==> src/rtl/xbus_arbiter.sv <==
// xbus_arbiter: shares the single xbus slave port between the CPU memory
// interface (m0), disk DMA (m1) and chaos/tv DMA (m2). A four-state FSM
// grants one master at a time and drives its address, data and write flag
// onto the bus. It times out slaves that never acknowledge, reports the
// first timed-out address, and keeps back-to-back DMA from starving the CPU.
module xbus_arbiter #(
    parameter int TIMEOUT    = 63,
    parameter int STARVE_MAX = 4
) (
    input  logic        mclk,
    input  logic        reset_n,
    input  logic [2:0]  m_req,
    input  logic [2:0]  m_write,
    input  logic [65:0] m_addr,
    input  logic [95:0] m_wdata,
    output logic [2:0]  m_ack,
    output logic [2:0]  m_err,
    output logic [31:0] m_rdata,
    output logic        bus_req,
    output logic        bus_write,
    output logic [21:0] bus_addr,
    output logic [31:0] bus_dataout,
    input  logic [31:0] bus_datain,
    input  logic        bus_ack,
    output logic        err_valid,
    output logic [21:0] err_addr,
    input  logic        err_clr
);

    localparam int           ADDR_W       = 22;
    localparam int           DATA_W       = 32;
    localparam logic [5:0]   TMO_LIMIT    = 6'(TIMEOUT);
    localparam logic [2:0]   STARVE_LIMIT = 3'(STARVE_MAX);
    localparam logic [2:0]   STARVE_SAT   = 3'b111;

    typedef enum logic [1:0] {
        S_IDLE  = 2'd0,
        S_GRANT = 2'd1,
        S_WAIT  = 2'd2,
        S_DONE  = 2'd3
    } state_t;

    state_t              state_q, state_d;
    logic [1:0]          gnt_q, gnt_d;
    logic [2:0]          starve_cnt_q, starve_cnt_d;
    logic [5:0]          tmo_cnt_q, tmo_cnt_d;
    logic                terr_q, terr_d;         // current access ended in a timeout
    logic [DATA_W-1:0]   rdata_q, rdata_d;
    logic                err_valid_q, err_valid_d;
    logic [ADDR_W-1:0]   err_addr_q, err_addr_d;

    // Fields of the currently granted master and the next arbitration winner
    logic [ADDR_W-1:0]   sel_addr;
    logic [DATA_W-1:0]   sel_wdata;
    logic                sel_write;
    logic                sel_req;
    logic [2:0]          gnt_onehot;
    logic [1:0]          winner;
    logic                cpu_forced;

    // Select the granted master's request fields
    always_comb begin
        sel_addr   = m_addr[ADDR_W-1:0];
        sel_wdata  = m_wdata[DATA_W-1:0];
        sel_write  = m_write[0];
        sel_req    = m_req[0];
        gnt_onehot = 3'b001;
        case (gnt_q)
            2'd1: begin
                sel_addr   = m_addr[2*ADDR_W-1:ADDR_W];
                sel_wdata  = m_wdata[2*DATA_W-1:DATA_W];
                sel_write  = m_write[1];
                sel_req    = m_req[1];
                gnt_onehot = 3'b010;
            end
            2'd2: begin
                sel_addr   = m_addr[3*ADDR_W-1:2*ADDR_W];
                sel_wdata  = m_wdata[3*DATA_W-1:2*DATA_W];
                sel_write  = m_write[2];
                sel_req    = m_req[2];
                gnt_onehot = 3'b100;
            end
            default: ;
        endcase
    end

    // Fixed priority m1 > m2 > m0, overridden for the CPU once DMA has starved it
    always_comb begin
        cpu_forced = m_req[0] && (starve_cnt_q == STARVE_LIMIT);
        winner     = 2'd0;
        if (cpu_forced) begin
            winner = 2'd0;
        end else if (m_req[1]) begin
            winner = 2'd1;
        end else if (m_req[2]) begin
            winner = 2'd2;
        end
    end

    // Next-state logic for the transaction FSM, timeout counter and error capture
    always_comb begin
        state_d     = state_q;
        gnt_d       = gnt_q;
        tmo_cnt_d   = tmo_cnt_q;
        terr_d      = terr_q;
        rdata_d     = rdata_q;
        err_valid_d = err_valid_q;
        err_addr_d  = err_addr_q;
        case (state_q)
            S_IDLE: begin
                if (|m_req) begin
                    state_d = S_GRANT;
                    gnt_d   = winner;
                end
            end
            S_GRANT: begin
                // Slave acks here are ignored; the access always spends time in WAIT
                state_d   = S_WAIT;
                tmo_cnt_d = '0;
            end
            S_WAIT: begin
                if (bus_ack) begin
                    // An ack in the timeout cycle still completes normally
                    state_d = S_DONE;
                    terr_d  = 1'b0;
                    if (!sel_write) begin
                        rdata_d = bus_datain;
                    end
                end else if (tmo_cnt_q == TMO_LIMIT) begin
                    state_d = S_DONE;
                    terr_d  = 1'b1;
                    rdata_d = '1;
                    // Only the first timeout is recorded; a same-cycle clear drops it
                    if (!err_valid_q && !err_clr) begin
                        err_valid_d = 1'b1;
                        err_addr_d  = sel_addr;
                    end
                end else begin
                    tmo_cnt_d = tmo_cnt_q + 6'd1;
                end
            end
            S_DONE: begin
                if (!sel_req) begin
                    state_d = S_IDLE;
                end
            end
            default: state_d = S_IDLE;
        endcase
        if (err_clr) begin
            err_valid_d = 1'b0;
            err_addr_d  = '0;
        end
    end

    // Count consecutive DMA grants issued while the CPU is waiting
    always_comb begin
        starve_cnt_d = starve_cnt_q;
        if (!m_req[0]) begin
            starve_cnt_d = '0;
        end else if (state_q == S_IDLE) begin
            if (winner == 2'd0) begin
                starve_cnt_d = '0;
            end else if (starve_cnt_q != STARVE_SAT) begin
                starve_cnt_d = starve_cnt_q + 3'd1;
            end
        end
    end

    // Bus and master-side outputs decoded from the current state and grant
    always_comb begin
        bus_req     = (state_q == S_WAIT);
        bus_addr    = '0;
        bus_write   = 1'b0;
        bus_dataout = '0;
        m_ack       = '0;
        m_err       = '0;
        if (state_q != S_IDLE) begin
            bus_addr    = sel_addr;
            bus_write   = sel_write;
            bus_dataout = sel_wdata;
        end
        if (state_q == S_DONE) begin
            m_ack = gnt_onehot;
            if (terr_q) begin
                m_err = gnt_onehot;
            end
        end
        m_rdata   = rdata_q;
        err_valid = err_valid_q;
        err_addr  = err_addr_q;
    end

    // State and data registers with synchronous active-low reset
    always_ff @(posedge mclk) begin
        if (!reset_n) begin
            state_q      <= S_IDLE;
            gnt_q        <= 2'd0;
            starve_cnt_q <= '0;
            tmo_cnt_q    <= '0;
            terr_q       <= 1'b0;
            rdata_q      <= '0;
            err_valid_q  <= 1'b0;
            err_addr_q   <= '0;
        end else begin
            state_q      <= state_d;
            gnt_q        <= gnt_d;
            starve_cnt_q <= starve_cnt_d;
            tmo_cnt_q    <= tmo_cnt_d;
            terr_q       <= terr_d;
            rdata_q      <= rdata_d;
            err_valid_q  <= err_valid_d;
            err_addr_q   <= err_addr_d;
        end
    end

endmodule

==> config.mk <==
export PLATFORM = sky130hd
export DESIGN_NAME = xbus_arbiter
export DESIGN_NICKNAME = d
export VERILOG_FILES = /design/src/rtl/xbus_arbiter.sv
export SDC_FILE = /design/constraint.sdc
export NUM_CORES = 1
export LEC_CHECK = 0
export ABC_AREA = 1
export CORE_MARGIN = 5
export CORE_UTILIZATION = 37
export CTS_CLUSTER_DIAMETER = 30
export DETAILED_ROUTE_END_ITERATION = 7
export GPL_TIMING_DRIVEN = 0
export PLACE_DENSITY = 0.83
export SYNTH_ARGS = -nofsm -noshare
export SYNTH_HDL_FRONTEND = slang
export SYNTH_SLANG_ARGS = --single-unit
==> constraint.sdc <==
create_clock -name mclk -period 1.9 [get_ports mclk]
set_clock_uncertainty 0.15 [all_clocks]
set_input_delay 0.19 -clock mclk [delete_from_list [all_inputs] [get_ports mclk]]
set_output_delay 0.19 -clock mclk [all_outputs]
set_load 0.005 [all_outputs]
# After elaboration in Yosys (flattened, before gate mapping)
# Cells that the tools add are included.
[totals] reg_bits=69 input_bits=204 out_inout_bits=117
[op_classes] addsub=2 eq_ne=14 n_mux=29 bitwise=2 n_reduce_logical=20
[ops] operator="32-bit two-way mux" count=4
[ops] operator="32-bit case mux with 2 select lines" count=1
[ops] operator="22-bit case mux with 2 select lines" count=1
[ops] operator="22-bit two-way mux" count=1
[ops] operator="3-bit two-way mux" count=5
[ops] operator="2-bit two-way mux" count=7
[ops] operator="6-bit two-way mux" count=2
[ops] operator="6-bit case mux with 2 select lines" count=1
[ops] operator="2-bit inequality test, second input constant" count=5
[ops] operator="3-bit AND reduction" count=3
[ops] operator="2-bit case mux with 4 select lines" count=1
[ops] operator="2-bit AND reduction" count=4
[ops] operator="2-bit nonzero test" count=4
[ops] operator="6-bit by 1-bit adder with 6-bit output, second input constant" count=1
[ops] operator="2-bit equality test, second input constant" count=3
[ops] operator="6-bit equality test, second input constant" count=1
[ops] operator="3-bit case mux with 2 select lines" count=1
[ops] operator="2-bit by 1-bit equality test with 1-bit output, second input constant" count=2
[ops] operator="2-bit zero test" count=2
[ops] operator="1-bit case mux with 2 select lines" count=2
[ops] operator="4-bit AND reduction" count=1
[ops] operator="3-bit by 1-bit adder with 3-bit output, second input constant" count=1
[ops] operator="3-bit equality test, second input constant" count=1
[ops] operator="1-bit two-way mux" count=3
[ops] operator="other kinds (7)" count=10

# Longest topological paths before layout
[logic_depth] depth_word=6 depth_mapped=11 depth_no_buf=9

# Least setup slack after synthesis
# OpenSTA, ideal clock, no wires.
[synth_timing] path_kind="register to output" startpoint="register gnt_q[0]" endpoint="output bus_dataout[10]" t_arrival_ns=1.492 required_ns=1.560 slack_ns=0.068 stages_incl_launch_ff=9 n_path_buf=3 path_cell_list="dfxtp_1 > inv_1 > ha_1 > buf_4 > inv_2 > buf_2 > clkbuf_1 > o21ai_0 > a21oi_1"
[synth_via] elab_chain_cells=3 elab_cells_between_ends=4 classes_between="2 x eq/ne; 2 x mux"
[synth_lines] item="from (decl)" line="44" source="logic [1:0] gnt_q, gnt_d;"
[synth_lines] item="from (signal assigned)" line="206" source="gnt_q <= gnt_d;"
[synth_lines] item="2-bit equality test / 2-bit by 1-bit equality test with 1-bit output (equally long branches)" line="68" source="case (gnt_q)"
[synth_lines] item="32-bit case mux with 2 select lines (*)" line="68"
[synth_lines] item="32-bit two-way mux (*)" line="177" source="if (state_q != S_IDLE) begin"
[synth_lines] item="to (decl)" line="22" source="output logic [31:0] bus_dataout,"
# Every way passes the cells marked *; elsewhere a longest branch is shown, timed or not.

# Worst setup path after layout
[layout_timing] startpoint="register gnt_q[0]" endpoint="output bus_addr[4]"
[layout_via] elab_chain_cells=3 elab_cells_between_ends=4 classes_between="2 x eq/ne; 2 x mux"
[layout_lines] item="2-bit equality test / 2-bit by 1-bit equality test with 1-bit output (equally long branches)" line="68"
[layout_lines] item="22-bit case mux with 2 select lines (*)" line="68"
[layout_lines] item="22-bit two-way mux (*)" line="177"
[layout_lines] item="to (decl)" line="21" source="output logic [21:0] bus_addr,"
# Marks and branches as above.

==> results.sh <==
export IMPL_status="finished with violations"
export IMPL_violations="setup timing"
export IMPL_fin_hold_ws_ns=0.0480
export IMPL_dpl_cell_count=1341
export IMPL_final_common_cell="clkdlybuf4s50_1"
export IMPL_grt_first_pass_wirelength_mm=35.2
export IMPL_yosys_area_top_type="dfxtp_1"
export IMPL_slowest_delay_ns=0.33
export IMPL_cp_slowest_cell="dfxtp_2"
export IMPL_num_vias=6894
export IMPL_tightest_slew_ns=0.509
export IMPL_drt_iter0_markers=532
export IMPL_cts_sinks=69
export IMPL_ys_types=28
export IMPL_netlist_instances=850
export IMPL_synthesis_nets=1064
export IMPL_worstPathArrival_ns=2.01
export IMPL_p_leak_nw=4.46
export IMPL_routed_wl_met3_mm=1.82
export IMPL_synth_warnings=0
export IMPL_regToRegEndpoint="m_rdata[23]$_SDFFE_PN0P_"
export IMPL_power_mw=11.6
export IMPL_fin_crit_sh=1.23
export IMPL_hp_class="primary input to flop"
export IMPL_ctsHtreeMaxLevel=3
export IMPL_gr_usage_all_layers=0.280
export IMPL_holdPathEnd="gnt_q[1]$_SDFFE_PN0P_"
export IMPL_slew_violations=0
export IMPL_fmax_ghz=0.426
export IMPL_met1_length_mm=9.15
export IMPL_synthArstFlopShare=0
export IMPL_fin_crit_ns=2.35
export IMPL_numCtsBuffers=9
export IMPL_rsz0062_at_grt="yes"
export IMPL_start_util=0.382
export IMPL_crit_fanout=10
export IMPL_routed_via_density=4.91
export IMPL_cts_hold_buf=0
export IMPL_layout_common_cells="258 x clkdlybuf4s50_1, 215 x nand2_1, 150 x nor2_1"
export IMPL_ant_nets=0
export IMPL_grt_max_degree=14
export IMPL_hp_start="reset_n"
export IMPL_finalNetCount=1441
export IMPL_regArea_um2=1390
export IMPL_syn_area_per_cell_um2=5.71
export IMPL_relSlewSlack=0.661
export IMPL_rr_startpoint="gnt_q[0]$_SDFFE_PN0P_"
export IMPL_multi_input_area_um2=3280
export IMPL_std_cell_rows=41
export IMPL_synth_ff_type="dfxtp_1"
export IMPL_cp_end_kind="output port"
export IMPL_place_ws_ns=-1.01
export IMPL_firstDrtPassIters=5
export IMPL_ff2ff_path_depth=11
export IMPL_rrSetupSlack_ns=-0.19
export IMPL_drive_gt1_frac=0.231
export IMPL_n_fill_cell=963
export IMPL_cts_buffer_depth=2
export IMPL_place_hpwl_mm=17.3
export IMPL_grt_pass1_vias=6407
export IMPL_drt_total_wl_mm=24.2
export IMPL_die_area_um2=15500
export IMPL_antenna_found_initial=1
export IMPL_clk_pin_slew_ns=0.06
export IMPL_maxCapViolCount=0
export IMPL_vdd_drop_max_uv=540
export IMPL_synth_seq_cells=69
export IMPL_wire_per_inst_um=17.2
export IMPL_top_layer_used="met4"
export IMPL_ys_seq_area_frac=0.285
export IMPL_root_buffer="clkbuf_16"
export IMPL_gp_congestion=0.934
export IMPL_synth_edf_count=0
export IMPL_postLayoutSetupSlackWorst_ns=-0.446
export IMPL_die_x_um=125
export IMPL_synth_area_leaders="dfxtp_1 28%, nand2_1 18%, nor2_1 12%, inv_1 7.3%, a21oi_1 7.3%"
export IMPL_critPathKind="flop to output port"
export IMPL_synth_area_um2=4850
export IMPL_dieHeight_um=125
export IMPL_grt_overflow_total=0
export IMPL_whs_path_depth=3
export IMPL_fin_cells=1405
export IMPL_utilization=0.766
export IMPL_area_delta_synth_final_pct=101
export IMPL_path_cells="inv_2 -> ha_4 -> inv_8 -> buf_6 -> nand2_1 -> o21ai_2 -> inv_1 -> nor2_1 -> dlygate4sd2_1"
export IMPL_portBuffers=319
export IMPL_p_per_area_nw_per_um2=1190
export IMPL_core_um2=12700
export IMPL_drc=0
export IMPL_netlist_area_leader_share=0.285
export IMPL_cts_tree="done"
export IMPL_cp_start_kind="flop"
export IMPL_wl_met2_mm=12.4
export IMPL_hold_violations=0
export IMPL_clock_latency_ns=0.33
export IMPL_ios=321
export IMPL_setup_viol=89
export IMPL_critPathRequiredTime_ns=1.56
==> cell usage after synthesis (3+ instances only) <==
cell type,count
ha_1,10
nand4_1,11
buf_1,5
nand2_1,237
nand2_2,3
nor2_2,31
nand3_1,40
inv_1,95
o21ai_0,57
nor2_1,156
a21oi_1,71
buf_2,17
dfxtp_1,69
clkbuf_1,28
buf_6,3
==> report_power, final <==
| part | switching (mW) | internal (mW) | total (mW) | leakage [nW] |
|---|---|---|---|---|
| Clock | 0.654 | 1.16 | 1.82 | 0.158 |
| Sequential | 0.117 | 1.64 | 1.75 | 0.560 |
| Combinational | 4.02 | 4.04 | 8.05 | 3.74 |
==> routing by layer <==
metal | global-route usage | vias to the layer above
li1 | - | 3394
met1 | 0.323 | 3156
met2 | 0.512 | 290
met3 | 0.0609 | 54
met4 | 0.0845 | 0
met5 | 0 | -
==> kinds of logic after synthesis <==
logic type / Yosys count / share of synthesized area
adder cells (fa/ha/maj): 10 / 0.0258
buffers and inverters: 152 / 0.129
AO/OA/AOI/OAI: 136 / 0.145
flip-flops: 69 / 0.285
AND/OR/NAND/NOR: 483 / 0.416
==> worst max-delay path by stage <==
stage | end | start
2_1_floorplan | bus_dataout[10] | gnt_q[0]$_SDFFE_PN0P_
3_3_place_gp | bus_dataout[21] | gnt_q[0]$_SDFFE_PN0P_
3_5_place_dp | bus_dataout[21] | gnt_q[0]$_SDFFE_PN0P_
4_1_cts | bus_addr[0] | gnt_q[1]$_SDFFE_PN0P_
5_1_grt | bus_addr[4] | gnt_q[0]$_SDFFE_PN0P_
6_report | bus_addr[4] | gnt_q[0]$_SDFFE_PN0P_
==> timing repair <==
action / in CTS / in global routing
pin swaps: 11 / 10
resized for setup: 395 / 89
buffers inserted: 24 / 16
cloned: 6 / 4
endpoints found under the setup margin: 115 / 119
==> flip-flops by register name, summed over array words and instances (netlist names) <==
signal        flops
err_addr         22
m_rdata          32
state_q           2
terr_q            1
tmo_cnt_q         6
starve_cnt_q      3
err_valid         1
gnt_q             2
==> stage by stage <==
stage / TNS [ns] / cell area (µm²)
final: -16.14 / 9740
after CTS: -18.46 / 9380
after detailed placement: -49.32 / 8260
after global routing: -23.10 / 9740
after global placement: -46.73 / 8260
after floorplan: 0 / 4850
==> critical path, delay by kind of cell, from the launching register on <==
kind                       cells  cell delay, ns
and+or+nand+nor                2            0.29
AOI/OAI and AO/OA              1            0.08
DFF                            1            0.33
adders and majority gates      1            0.27
buffers and inverters          5            0.69
==> layout make-up <==
class | instances | area share
antenna | 1 | 0.000257
buffer | 52 | 0.0559
clock buffer | 10 | 0.0235
clock inverter | 6 | 0.00976
inverter | 97 | 0.0387
multi-input combinational | 629 | 0.337
sequential | 69 | 0.142
tap | 172 | 0.0221
timing repair buffer | 369 | 0.370
(Power assumes the default switching activity.)
